--- src/rtl/spinner_round_ctrl_if.sv ---
// spinner_round_ctrl_if: pins between the round sequencer, the user buttons and led_spinner.
// master = sequencer side, slave = the surrounding game logic / spinner side.
interface spinner_round_ctrl_if;
    logic       btn_start_i;
    logic       btn_stop_i;
    logic [3:0] speed_base_i;
    logic       tick_i;
    logic       running_i;
    logic       hit_i;
    logic [3:0] speed_o;
    logic       stop_o;
    logic [3:0] score_o;
    logic [2:0] lives_o;
    logic       game_over_o;
    logic [2:0] state_o;

    modport master (
        input  btn_start_i, btn_stop_i, speed_base_i,
        input  tick_i, running_i, hit_i,
        output speed_o, stop_o, score_o, lives_o,
        output game_over_o, state_o
    );

    modport slave (
        output btn_start_i, btn_stop_i, speed_base_i,
        output tick_i, running_i, hit_i,
        input  speed_o, stop_o, score_o, lives_o,
        input  game_over_o, state_o
    );
endinterface

--- src/rtl/spinner_round_ctrl.sv ---
// spinner_round_ctrl: debounced round sequencer with braking, scoring and lives.
// Define SPINNER_CTRL_AUTOSTOP_EN to brake automatically after AUTOSTOP_TICKS in SPIN.
module spinner_round_ctrl #(
    parameter int DEBOUNCE_CYCLES = 1000,
    parameter int BRAKE_STEP      = 8,
    parameter int SETTLE_MAX      = 4095,
    parameter int LIVES           = 3
`ifdef SPINNER_CTRL_AUTOSTOP_EN
    ,
    parameter int AUTOSTOP_TICKS  = 200
`endif
) (
    input  logic                 clk,
    input  logic                 rst_n,
    spinner_round_ctrl_if.master bus
);
    localparam int DW = $clog2(DEBOUNCE_CYCLES);
    localparam logic [DW-1:0] DB_LAST = DW'(DEBOUNCE_CYCLES - 1);
    localparam int BW = (BRAKE_STEP > 1) ? $clog2(BRAKE_STEP) : 1;
    localparam logic [BW-1:0] BRK_LAST = BW'(BRAKE_STEP - 1);
    localparam int SW = $clog2(SETTLE_MAX + 1);
    localparam logic [SW-1:0] STL_MAX = SW'(SETTLE_MAX);
    localparam logic [2:0] LIVES_INIT = 3'(LIVES);
`ifdef SPINNER_CTRL_AUTOSTOP_EN
    localparam int AW = (AUTOSTOP_TICKS > 1) ? $clog2(AUTOSTOP_TICKS) : 1;
    localparam logic [AW-1:0] AUTO_LAST = AW'(AUTOSTOP_TICKS - 1);
`endif

    typedef enum logic [2:0] {
        S_IDLE   = 3'd0,
        S_SPIN   = 3'd1,
        S_BRAKE  = 3'd2,
        S_SETTLE = 3'd3,
        S_RESULT = 3'd4,
        S_OVER   = 3'd5
    } state_t;

    logic [1:0]    rst_pipe;
    logic          rst_sync_n;
    logic [1:0]    btn_raw;
    logic [1:0]    sync0;
    logic [1:0]    sync1;
    logic [1:0]    lvl;
    logic [1:0]    lvl_q;
    logic [DW-1:0] db_cnt [2];
    logic [1:0]    press;
    logic          start_p;
    logic          stop_p;

    state_t        state;
    state_t        state_n;
    logic [3:0]    speed;
    logic [3:0]    speed_n;
    logic          stop;
    logic          stop_n;
    logic [3:0]    score;
    logic [3:0]    score_n;
    logic [2:0]    lives;
    logic [2:0]    lives_n;
    logic          over;
    logic [BW-1:0] brk;
    logic [BW-1:0] brk_n;
    logic [SW-1:0] stl;
    logic [SW-1:0] stl_n;
`ifdef SPINNER_CTRL_AUTOSTOP_EN
    logic [AW-1:0] auto_cnt;
    logic [AW-1:0] auto_n;
`endif

    assign rst_sync_n = rst_pipe[1];
    assign btn_raw    = {bus.btn_stop_i, bus.btn_start_i};
    assign press      = lvl & ~lvl_q;
    assign start_p    = press[0];
    assign stop_p     = press[1];

    // Reset asserts immediately, releases two clocks after rst_n rises.
    always_ff @(posedge clk or negedge rst_n) begin
        if (!rst_n) rst_pipe <= '0;
        else        rst_pipe <= {rst_pipe[0], 1'b1};
    end

    // Two-flop synchroniser plus stable-level counter per button.
    always_ff @(posedge clk or negedge rst_sync_n) begin
        if (!rst_sync_n) begin
            sync0 <= '0;
            sync1 <= '0;
            lvl   <= '0;
            lvl_q <= '0;
            for (int i = 0; i < 2; i++) db_cnt[i] <= '0;
        end else begin
            sync0 <= btn_raw;
            sync1 <= sync0;
            lvl_q <= lvl;
            for (int i = 0; i < 2; i++) begin
                if (sync1[i] != lvl[i]) begin
                    if (db_cnt[i] == DB_LAST) begin
                        lvl[i]    <= sync1[i];
                        db_cnt[i] <= '0;
                    end else begin
                        db_cnt[i] <= db_cnt[i] + 1'b1;
                    end
                end else begin
                    db_cnt[i] <= '0;
                end
            end
        end
    end

    // Round state register.
    always_ff @(posedge clk or negedge rst_sync_n) begin
        if (!rst_sync_n) state <= S_IDLE;
        else             state <= state_n;
    end

    // Next state and next register values; presses outside their state are dropped.
    always_comb begin
        state_n = state;
        speed_n = speed;
        stop_n  = stop;
        score_n = score;
        lives_n = lives;
        brk_n   = brk;
        stl_n   = stl;
`ifdef SPINNER_CTRL_AUTOSTOP_EN
        auto_n  = auto_cnt;
`endif
        case (state)
            S_IDLE: begin
                stop_n = 1'b1;
                if (start_p) begin
                    speed_n = bus.speed_base_i;
                    stop_n  = 1'b0;
                    state_n = S_SPIN;
`ifdef SPINNER_CTRL_AUTOSTOP_EN
                    auto_n  = '0;
`endif
                end
            end
            S_SPIN: begin
`ifdef SPINNER_CTRL_AUTOSTOP_EN
                if (bus.tick_i) auto_n = auto_cnt + 1'b1;
                if (stop_p || (bus.tick_i && auto_cnt == AUTO_LAST)) begin
                    state_n = S_BRAKE;
                    brk_n   = '0;
                end
`else
                if (stop_p) begin
                    state_n = S_BRAKE;
                    brk_n   = '0;
                end
`endif
            end
            S_BRAKE: begin
                if (bus.tick_i) begin
                    if (brk == BRK_LAST) begin
                        brk_n = '0;
                        if (speed == 4'hF) begin
                            stop_n  = 1'b1;
                            state_n = S_SETTLE;
                            stl_n   = '0;
                        end else begin
                            speed_n = speed + 1'b1;
                        end
                    end else begin
                        brk_n = brk + 1'b1;
                    end
                end
            end
            S_SETTLE: begin
                stl_n = stl + 1'b1;
                if (!bus.running_i || stl_n == STL_MAX) state_n = S_RESULT;
            end
            S_RESULT: begin
                if (bus.hit_i) begin
                    if (score != 4'hF) score_n = score + 1'b1;
                    state_n = S_IDLE;
                end else begin
                    lives_n = lives - 1'b1;
                    state_n = (lives == 3'd1) ? S_OVER : S_IDLE;
                end
            end
            S_OVER: begin
                stop_n = 1'b1;
                if (start_p) begin
                    score_n = '0;
                    lives_n = LIVES_INIT;
                    state_n = S_IDLE;
                end
            end
            default: state_n = S_IDLE;
        endcase
    end

    // Registered outputs and round counters.
    always_ff @(posedge clk or negedge rst_sync_n) begin
        if (!rst_sync_n) begin
            speed    <= '0;
            stop     <= 1'b1;
            score    <= '0;
            lives    <= LIVES_INIT;
            over     <= 1'b0;
            brk      <= '0;
            stl      <= '0;
`ifdef SPINNER_CTRL_AUTOSTOP_EN
            auto_cnt <= '0;
`endif
        end else begin
            speed    <= speed_n;
            stop     <= stop_n;
            score    <= score_n;
            lives    <= lives_n;
            over     <= (state_n == S_OVER);
            brk      <= brk_n;
            stl      <= stl_n;
`ifdef SPINNER_CTRL_AUTOSTOP_EN
            auto_cnt <= auto_n;
`endif
        end
    end

    assign bus.speed_o     = speed;
    assign bus.stop_o      = stop;
    assign bus.score_o     = score;
    assign bus.lives_o     = lives;
    assign bus.game_over_o = over;
    assign bus.state_o     = state;
endmodule

--- src/flat_wrapper.sv ---
// flat-port wrapper written by rule: the top's interface ports become plain ports
module spinner_round_ctrl_flat 
#(
    parameter int DEBOUNCE_CYCLES = 1000,
    parameter int BRAKE_STEP      = 8,
    parameter int SETTLE_MAX      = 4095,
    parameter int LIVES           = 3

)
  (clk, rst_n, bus_btn_start_i, bus_btn_stop_i, bus_speed_base_i, bus_tick_i, bus_running_i, bus_hit_i, bus_speed_o, bus_stop_o, bus_score_o, bus_lives_o, bus_game_over_o, bus_state_o);
  spinner_round_ctrl_if bus_i ();
  input  logic clk;
  input  logic rst_n;
  input wire logic [$bits(bus_i.btn_start_i)-1:0] bus_btn_start_i;
  input wire logic [$bits(bus_i.btn_stop_i)-1:0] bus_btn_stop_i;
  input wire logic [$bits(bus_i.speed_base_i)-1:0] bus_speed_base_i;
  input wire logic [$bits(bus_i.tick_i)-1:0] bus_tick_i;
  input wire logic [$bits(bus_i.running_i)-1:0] bus_running_i;
  input wire logic [$bits(bus_i.hit_i)-1:0] bus_hit_i;
  output wire logic [$bits(bus_i.speed_o)-1:0] bus_speed_o;
  output wire logic [$bits(bus_i.stop_o)-1:0] bus_stop_o;
  output wire logic [$bits(bus_i.score_o)-1:0] bus_score_o;
  output wire logic [$bits(bus_i.lives_o)-1:0] bus_lives_o;
  output wire logic [$bits(bus_i.game_over_o)-1:0] bus_game_over_o;
  output wire logic [$bits(bus_i.state_o)-1:0] bus_state_o;
  assign bus_i.btn_start_i = bus_btn_start_i;
  assign bus_i.btn_stop_i = bus_btn_stop_i;
  assign bus_i.speed_base_i = bus_speed_base_i;
  assign bus_i.tick_i = bus_tick_i;
  assign bus_i.running_i = bus_running_i;
  assign bus_i.hit_i = bus_hit_i;
  assign bus_speed_o = bus_i.speed_o;
  assign bus_stop_o = bus_i.stop_o;
  assign bus_score_o = bus_i.score_o;
  assign bus_lives_o = bus_i.lives_o;
  assign bus_game_over_o = bus_i.game_over_o;
  assign bus_state_o = bus_i.state_o;
  spinner_round_ctrl #(.DEBOUNCE_CYCLES(DEBOUNCE_CYCLES), .BRAKE_STEP(BRAKE_STEP), .SETTLE_MAX(SETTLE_MAX), .LIVES(LIVES)) u_core (.clk(clk), .rst_n(rst_n), .bus(bus_i));
endmodule
--- config.mk ---
export PLATFORM = sky130hd
export DESIGN_NAME = spinner_round_ctrl_flat
export DESIGN_NICKNAME = d
export VERILOG_FILES = /design/src/rtl/spinner_round_ctrl_if.sv /design/src/rtl/spinner_round_ctrl.sv /design/src/flat_wrapper.sv
export SDC_FILE = /design/constraint.sdc
export NUM_CORES = 1
export LEC_CHECK = 0
export CAP_MARGIN = 15
export CELL_PAD_IN_SITES_DETAIL_PLACEMENT = 0
export CELL_PAD_IN_SITES_GLOBAL_PLACEMENT = 1
export CORE_MARGIN = 1.5
export CORE_UTILIZATION = 48
export DETAILED_ROUTE_END_ITERATION = 8
export PLACE_DENSITY = 0.92
export SYNTH_ARGS = -nofsm -noshare
export SYNTH_HDL_FRONTEND = slang
export SYNTH_SLANG_ARGS = --single-unit
--- constraint.sdc ---
create_clock -name clk -period 5.2 [get_ports clk]
set_input_delay 1.56 -clock clk [delete_from_list [all_inputs] [get_ports clk]]
set_output_delay 1.56 -clock clk [all_outputs]
set_load 0.02 [all_outputs]
== Yosys cells after proc, flatten, opt, wreduce, memory -nomap -nowiden ==
Cells that the tools add are included.

* Register bits: 61
* Latch bits: 0
* Bits in writable memories: 0
* Memory bits (read-only): 0
* Input port bits: 11
* Output and inout port bits: 16
* Logic and storage cells: 105
* Memories: 0

* Add/sub/neg operators: 7
* Multiply operators: 0
* Divide/modulo/power cells: 0
* Order comparisons: 0
* Eq/ne operators: 25
* Shift-type cells: 0
* Muxes and demuxes: 39
* Bitwise gates (word level): 2
* Reduce and logical (&&, ||, !) cells: 16

{| class="wikitable"
|+ Operator list
! cell !! number
|-
| two-way mux 3 bit || 14
|-
| two-way mux 10 bit || 4
|-
| two-way mux 12 bit || 3
|-
| two-way mux 4 bit || 7
|-
| case mux 12 bit (2 select lines) || 1
|-
| adder 10 x 1 -> 10 bit (second input constant) || 2
|-
| equality test 10 bit (second input constant) || 2
|-
| case mux 3 bit (6 select lines) || 1
|-
| case mux 4 bit (2 select lines) || 2
|-
| adder 12 x 1 -> 12 bit (second input constant) || 1
|-
| equality test 12 bit (second input constant) || 1
|-
| equality test 3 bit (second input constant) || 4
|-
| inequality test 2 x 1 -> 1 bit (second input constant) || 6
|-
| case mux 3 bit (2 select lines) || 2
|-
| AND reduction 4 bit || 3
|-
| adder 4 x 1 -> 4 bit (second input constant) || 2
|-
| inequality test 2 bit (second input constant) || 4
|-
| nonzero test 2 bit || 4
|-
| equality test 3 x 1 -> 1 bit (second input constant) || 2
|-
| equality test 3 x 2 -> 1 bit (second input constant) || 2
|-
| AND reduction 3 bit || 2
|-
| AND reduction 5 bit || 1
|-
| equality test 4 bit (second input constant) || 1
|-
| two-way mux 1 bit || 4
|-
| 12 further kinds || 14
|}

== Logic depth before layout (Yosys ltp) ==
Gate-level depths: netlist of the first run.

* Depth in word-level cells: 6
* Gate-level depth with buffers: 7
* Mapped depth without buffers: 7

== Least setup slack after synthesis of the first run ==
OpenSTA, ideal clock, no wires.

* Path type: input to register
* Start point: input port bus_tick_i
* End point: register u_core.speed[0] (netlist: u_core.bus.speed_o[0])
* Library setup time: 0.136 ns
* Data arrival time: 2.368 ns
* Data required time: 5.064 ns
* Path slack: 2.696 ns
* Stages on the path: 5
* Path buffers: 0
* Path through: nand3_1 > o22a_1 > or3_1 > o21ai_0 > o21ai_0

* Word-level cells in the longest chain between the ends: 2

{| class="wikitable"
|+ Ends and longest elaborated chain
! what !! RTL line !! source
|-
| from (decl) || flat_wrapper.sv:17 || <nowiki>input wire logic [$bits(bus_i.tick_i)-1:0] bus_tick_i;</nowiki>
|-
| inequality test 2 bit (no line) || - ||
|-
| AND reduction 5 bit (no line) || - ||
|-
| to (signal assigned) || spinner_round_ctrl.sv:208 || <nowiki>speed <= speed_n;</nowiki>
|-
| to (decl) || spinner_round_ctrl.sv:52 || <nowiki>logic [3:0] speed;</nowiki>
|}

Every way passes these cells.
A chain may end at the register's enable or synchronous reset.

== Final worst setup path of the first run ==
* Start point: register u_core.state[0] (netlist: u_core.bus.state_o[0])
* End point: output port bus_state_o[0]

{| class="wikitable"
|+ RTL lines
! what !! RTL line !! source
|-
| from (decl) || spinner_round_ctrl.sv:50 || <nowiki>state_t state;</nowiki>
|-
| from (signal assigned) || spinner_round_ctrl.sv:112 || <nowiki>else state <= state_n;</nowiki>
|-
| to (decl) || flat_wrapper.sv:25 || <nowiki>output wire logic [$bits(bus_i.state_o)-1:0] bus_state_o;</nowiki>
|}

No word-level cell between the ends.

==> results.yml, run 1 <==
power:
  power_uw: 878
  switching_share_pct: 24.1
  worst_ir_drop_vdd_v: 0.000194
  leakagePower_nw: 1.56
  p_switching_uw: 211
  seqPwrFrac_pct: 55.8
  power_density_nw_per_um2: 246
  pwr-share-comb_pct: 3.3
  p_int_uw: 667
  clock_power_share_pct: 40.9
logic_synthesis:
  synth_seq_area_share_pct: 49.6
  ys.warnings.count: 0
  synthCells: 309
  synth-edff-count: 0
  syn-num-nets: 330
  yosys.area.top_type_share_pct: 47.1
  syn_area_um2: 3080
  synth_top_area_cell: "dfrtp_1"
  synthSimpleGateAreaFrac_pct: 22.8
  synth_seq_cells: 61
  yosys-top-cells-area: "dfrtp_1 (47%), nor2_1 (4.9%), ha_1 (4.1%), o21ai_0 (4.1%), xnor2_1 (4.0%)"
  synth-async-reset-ratio_pct: 100
  synth_top_flop_cell: "dfrtp_1"
  synth_compound_area_share_pct: 12.5
  synth.area.mux_share_pct: 1.38
  syn_area_per_cell_um2: 9.98
  synthAdderAreaFrac_pct: 4.06
  synth_xor_area_share_pct: 7.10
  synth_cell_type_count: 54
  synth_top_family_by_area: "simple AND/OR/NAND/NOR gates"
setup_path:
  critPathTopFamily: "buffers and inverters"
  r2r_cells: 6
  crit_chain: "clkdlybuf4s50_1"
  cp_data_required_time_ns: 3.64
  criticalPathCategory: "reg -> out"
  r2r_setup_slack_ns: 2.99
  cp_num_buf_inv: 1
  critPathMaxStageDelay_ns: 0.71
  r2r-start: "u_core.bus.speed_o[0]"
  regToRegEndpoint: "u_core.stl[6]"
  startpoint: "u_core.bus.state_o[0]"
  cp-end-kind: "output pin"
  worstPathMaxFanout: 16
  critPathLaunchType: "register"
  critPathSlowestCell: "clkdlybuf4s50_1"
  arrival_ns: 1.73
global_routing:
  antenna_found_initial: 0
  track_usage_pct: 18.7
  grt_max_degree: 37
  grt_pass1_vias: 2223
  grt_first_pass_wirelength_um: 10400
  globalRoute.totalOverflow: 0
timing:
  rsz0062_at_grt: "no"
  hold_violations: 0
  slew_headroom_pct: 43.5
  fin_tns_setup_ns: 0
  slew_violations: 0
  fin_ws_ns: 1.91
  min_period_ns: 3.29
  fmax_mhz: 304
  setup_violations: 0
  fin_crit_sh_pct: 63.2
  worstMarginPinSlew_ns: 0.841
  fin_worst_skew_ns: 0.00515
route:
  dr.pass1.iters: 4
  drt_wl_total_um: 5720
  post_drt_wl_per_cell_um: 13.6
  ant_nets: 0
  drt_iter0_drc: 107
  vias: 2272
  viasPerCell: 5.41
  drcViolationCount: 0
place:
  post_dp_cell_area_um2: 3410
  portBuffers: 26
  place_congestion: 0.800
  dpl.hpwl_um: 3970
  dpl_worst_slack_ns: 1.86
final_layout:
  fin_nets: 359
  synthToLayoutAreaGrowth_pct: 15.9
  final_area_um2: 3580
  diodes: 0
  drive_above_1_share_pct: 8.45
die:
  dieArea_um2: 6920
  placementRows: 29
  initial_core_util_pct: 49.1
  fp.dieW_um: 83.2
  io_pins: 27
  core_um2: 6280
  die_h_um: 83.2
clock_tree:
  cts.hold.buffers_added: 0
  cts_made_buffers: 9
  post_cts_resized: 0
  worstSkewPairLatency_ns: 0.34
  cts_tree: "built"
  ctsRootBufferMaster: "clkbuf_8"
  clk_path_buf_depth: 2
  path_clk_slew_ns: 0.07
  htreeDepth: 3
  post-cts-setup-buffers: 0
  cts_sinks: 61
job:
  maxCapViolations: 0
status:
  outcome: "finished clean"
min_path:
  hold_path.class: "reg -> async"
through the flow:
step           cells  utilization, %  hold slack (ns)
3_5_place_dp     404            54.3            0.278
6_report         420            57.0            0.264
3_3_place_gp     404            54.3            0.280
2_1_floorplan    309               -            0.331
5_1_grt          420            57.0            0.308
4_1_cts          420            57.0            0.287
synth_stat cells, types with 2 or more instances:
cell	number
a21o_1	2
a21oi_1	8
a2bb2oi_1	2
a32o_1	3
and2_1	3
and2b_1	2
and3_1	7
buf_2	6
clkbuf_1	3
dfrtp_1	58
dfstp_2	3
ha_1	10
inv_1	9
mux2_2	2
mux2i_1	2
nand2_1	28
nand2b_1	5
nand3_1	15
nand3b_1	4
nand4_1	6
nand4b_1	2
nor2_1	40
nor2b_1	3
nor3_1	5
o21ai_0	25
o21ai_1	2
o31ai_1	2
or2_1	2
or3_1	2
xnor2_1	14
xor2_1	11
cells in the final DEF (no fill, tap or decap), types with 2 or more instances in the layout:
| cell type | Yosys | layout |
|---|---|---|
| dfrtp_1 | 58 | 57 |
| nor2_1 | 40 | 40 |
| nand2_1 | 28 | 28 |
| clkdlybuf4s50_1 | 0 | 26 |
| o21ai_0 | 25 | 25 |
| nand3_1 | 15 | 15 |
| xnor2_1 | 14 | 14 |
| xor2_1 | 11 | 11 |
| ha_1 | 10 | 10 |
| inv_1 | 9 | 9 |
| clkbuf_8 | 0 | 9 |
| a21oi_1 | 8 | 8 |
| and3_1 | 7 | 7 |
| nand4_1 | 6 | 6 |
| nor3_1 | 5 | 5 |
| nand2b_1 | 5 | 5 |
| nand3b_1 | 4 | 4 |
| and2_1 | 3 | 3 |
| nor2b_1 | 3 | 3 |
| a32o_1 | 3 | 3 |
| clkinv_2 | 0 | 3 |
| dfstp_2 | 3 | 3 |
| or2_1 | 2 | 2 |
| nand4b_1 | 2 | 2 |
| and2b_1 | 2 | 2 |
| a21o_1 | 2 | 2 |
| o21ai_1 | 2 | 2 |
| or3_1 | 2 | 2 |
| o31ai_1 | 2 | 2 |
| a2bb2oi_1 | 2 | 2 |
| mux2i_1 | 2 | 2 |
| mux2_2 | 2 | 2 |
| clkinv_4 | 0 | 2 |
power groups by stage:
stage	sequential (mW)	clock [mW]	combinational [mW]
after floorplan	0.501	0	0.0105
after CTS	0.490	0.370	0.0301
after global routing	0.492	0.399	0.0341
final	0.490	0.359	0.0293
after global placement	0.499	0	0.0293
after detailed placement	0.499	0	0.0302
flip-flops by register name, indices dropped and copies added, names as in the netlist:
| signal | cells |
|---|---|
| u_core.bus.stop_o | 1 |
| u_core.brk | 3 |
| u_core.sync1 | 2 |
| u_core.bus.speed_o | 4 |
| u_core.bus.game_over_o | 1 |
| u_core.bus.score_o | 4 |
| u_core.rst_pipe | 2 |
| u_core.stl | 12 |
| u_core.sync0 | 2 |
| u_core.lvl | 2 |
| u_core.bus.lives_o | 3 |
| u_core.db_cnt | 20 |
| u_core.bus.state_o | 3 |
| u_core.lvl_q | 2 |
cell type report:
type / count / area (µm²)
fill: 548 / 2700
multi-input combinational: 230 / 1480
clock inverter: 6 / 40.0
tap: 77 / 96.3
inverter: 9 / 33.8
clock buffer: 10 / 128
timing repair buffer: 27 / 268
sequential: 61 / 1530
metal layers:
| layer | track usage (%) | vias to the layer above | share of wire, % |
|---|---|---|---|
| li1 | - | 1137 | - |
| met1 | 26.3 | 1089 | 48 |
| met2 | 28.0 | 38 | 47 |
| met3 | 5.57 | 8 | 3.7 |
| met4 | 6.06 | 0 | 1.2 |
| met5 | 0 | - | 0 |
kinds of logic after synthesis:
group                      count (synthesis)
other                                      1
and+or+nand+nor                          132
DFF                                       61
adders and majority gates                 10
muxes                                      4
xor gates and xnor gates                  25
AOI/OAI and AO/OA                         58
buffers and inverters                     18
worst max-delay path by stage:
| stage | cells past startpoint | end |
|---|---|---|
| 2_1_floorplan | 5 | u_core.bus.speed_o[0] |
| 3_3_place_gp | 5 | u_core.stl[3] |
| 3_5_place_dp | 5 | u_core.stl[6] |
| 4_1_cts | 1 | bus_state_o[0] |
| 5_1_grt | 1 | bus_state_o[0] |
| 6_report | 1 | bus_state_o[0] |
(Power assumes the default switching activity.)
==> run 2: changes to the inputs <==
CORE_UTILIZATION = 41   (was 48)
PLACE_DENSITY = 0.84   (was 0.92)
clock period = 2.7 ns   (was 5.2 ns; I/O delays follow)
==> run 2 against run 1 <==
  * Via count increased by 0.62%
  * Die area up 16%
  * Final area up 1.2%
  * Critical path type unchanged
  * Critical endpoint is now bus_state_o[1]
  * Largest power group unchanged
==> results.yml, run 2 (synthesis results as in run 1) <==
final_layout:
  largest_reg_flops: 20
  layout_common_cells: "dfrtp_1 (57), nor2_1 (40), nand2_1 (28), clkdlybuf4s50_1 (26), o21ai_0 (25)"
  stdcell_count: 443
  synthToLayoutAreaGrowth_pct: 17.3
  fin_nets: 360
  top_regs: "u_core.db_cnt x20, u_core.stl x12"
  drive_above_1_share_pct: 7.85
  diodes: 0
  layout_commonest_cell: "dfrtp_1"
  top_register: "u_core.db_cnt"
power:
  worst_ir_drop_vdd_v: 0.000212
  power_mw: 1.70
  power_density_nw_per_um2: 470
  leakagePower_nw: 1.57
clock_tree:
  cts.hold.buffers_added: 0
  htreeDepth: 3
  post_cts_resized: 0
  cts_made_buffers: 9
  path_clk_slew_ns: 0.07
  clk_path_buf_depth: 2
  ctsRootBufferMaster: "clkbuf_8"
  post-cts-setup-buffers: 0
  worstSkewPairLatency_ns: 0.34
  cts_tree: "built"
  cts_sinks: 61
setup_path:
  critPathMaxStageDelay_ns: 0.69
  cp_data_required_time_ns: 1.89
  worstPathMaxFanout: 11
  regToRegEndpoint: "u_core.stl[6]"
  r2r_cells: 6
  critPathSlowestCell: "clkdlybuf4s50_1"
  cp_num_buf_inv: 1
  cp-end-kind: "output pin"
  critPathLaunchType: "register"
  criticalPathCategory: "reg -> out"
  arrival_ns: 1.62
  critPathTopFamily: "buffers and inverters"
  r2r_setup_slack_ns: 0.58
  crit_chain: "clkdlybuf4s50_1"
  r2r-start: "u_core.bus.speed_o[0]"
global_routing:
  gr-usage-met1_pct: 20.2
  use_met3_pct: 3.98
  busiest_layer: "met2"
  antenna_found_initial: 0
  grt_first_pass_wirelength_um: 10300
  globalRoute.totalOverflow: 0
  grt_max_degree: 34
  grtUsageMet2_pct: 25.3
  track_usage_pct: 15.9
  grt_pass1_vias: 2212
die:
  die_h_um: 89.7
  core_um2: 7250
  dieArea_um2: 8050
  initial_core_util_pct: 42.5
  fp.dieW_um: 89.7
  io_pins: 27
  placementRows: 31
route:
  dr.pass1.iters: 4
  viasPerCell: 5.16
  post_drt_wl_per_cell_um: 13.4
  vias: 2286
  drcViolationCount: 0
  drt_iter0_drc: 143
  drt_wl_total_um: 5930
  ant_nets: 0
timing:
  fin_crit_sh_pct: 89.9
  slew_headroom_pct: 45.2
  fmax_mhz: 412
  fin_tns_setup_ns: 0
  setup_violations: 0
  hold_violations: 0
  min_period_ns: 2.43
  slew_violations: 0
  rsz0062_at_grt: "no"
  fin_worst_skew_ns: 0.00759
  fin_ws_ns: 0.274
  worstMarginPinSlew_ns: 0.816
place:
  dpl.cell_count: 427
  dpl.hpwl_um: 4070
  dpl_worst_slack_ns: 0.0594
  place_congestion: 0.795
  portBuffers: 26
min_path:
  hold_path.class: "reg -> async"
job:
  maxCapViolations: 0
status:
  outcome: "finished clean"
run 2: cell types whose count changed in the layout (fill, tap and decap cells not counted), sizes merged:
cell	change
buf	+1
clkbuf	+4
clkinv	-3
clkinvlp	-1
run 2: routing by layer:
metal | part of all wire, % | wire [µm]
met3 | 3.3 | 198
met5 | 0 | 0
met4 | 2.2 | 133
met2 | 47 | 2790
met1 | 47 | 2810
run 2: through the flow:
stage          cell area [µm²]  hold WS [ns]  utilization (%)
2_1_floorplan             3080         0.331                -
3_3_place_gp              3460         0.325             47.6
3_5_place_dp              3460         0.321             47.6
4_1_cts                   3620         0.316             49.9
5_1_grt                   3620         0.352             49.9
6_report                  3620         0.288             49.9
run 2: worst max-delay path by stage:
stage | from | endpoint | slack, ns | depth (start not counted)
after floorplan | u_core.rst_pipe[1] | u_core.brk[0] | 0.88 | 0
after CTS | u_core.bus.state_o[1] | bus_state_o[1] | 0.25 | 1
final | u_core.bus.state_o[1] | bus_state_o[1] | 0.27 | 1
after global placement | bus_tick_i | u_core.stl[3] | 0.12 | 5
after detailed placement | bus_tick_i | u_core.stl[6] | 0.06 | 5
after global routing | u_core.bus.state_o[1] | bus_state_o[1] | 0.21 | 1
run 2: power by group:
| group | total [mW] | internal (mW) | switching, mW |
|---|---|---|---|
| clock | 0.696 | 0.357 | 0.340 |
| sequential | 0.945 | 0.928 | 0.0173 |
| combinational | 0.0586 | 0.0289 | 0.0297 |
| total | 1.70 | 1.31 | 0.387 |
run 2: layout make-up:
| class | instances | area [µm²] |
|---|---|---|
| Fill cell | 692 | 3630 |
| Sequential cell | 61 | 1530 |
| Multi-Input combinational cell | 230 | 1480 |
| Timing Repair Buffer | 28 | 288 |
| Clock buffer | 14 | 153 |
| Tap cell | 99 | 124 |
| Inverter | 9 | 33.8 |
| Clock inverter | 2 | 10.0 |
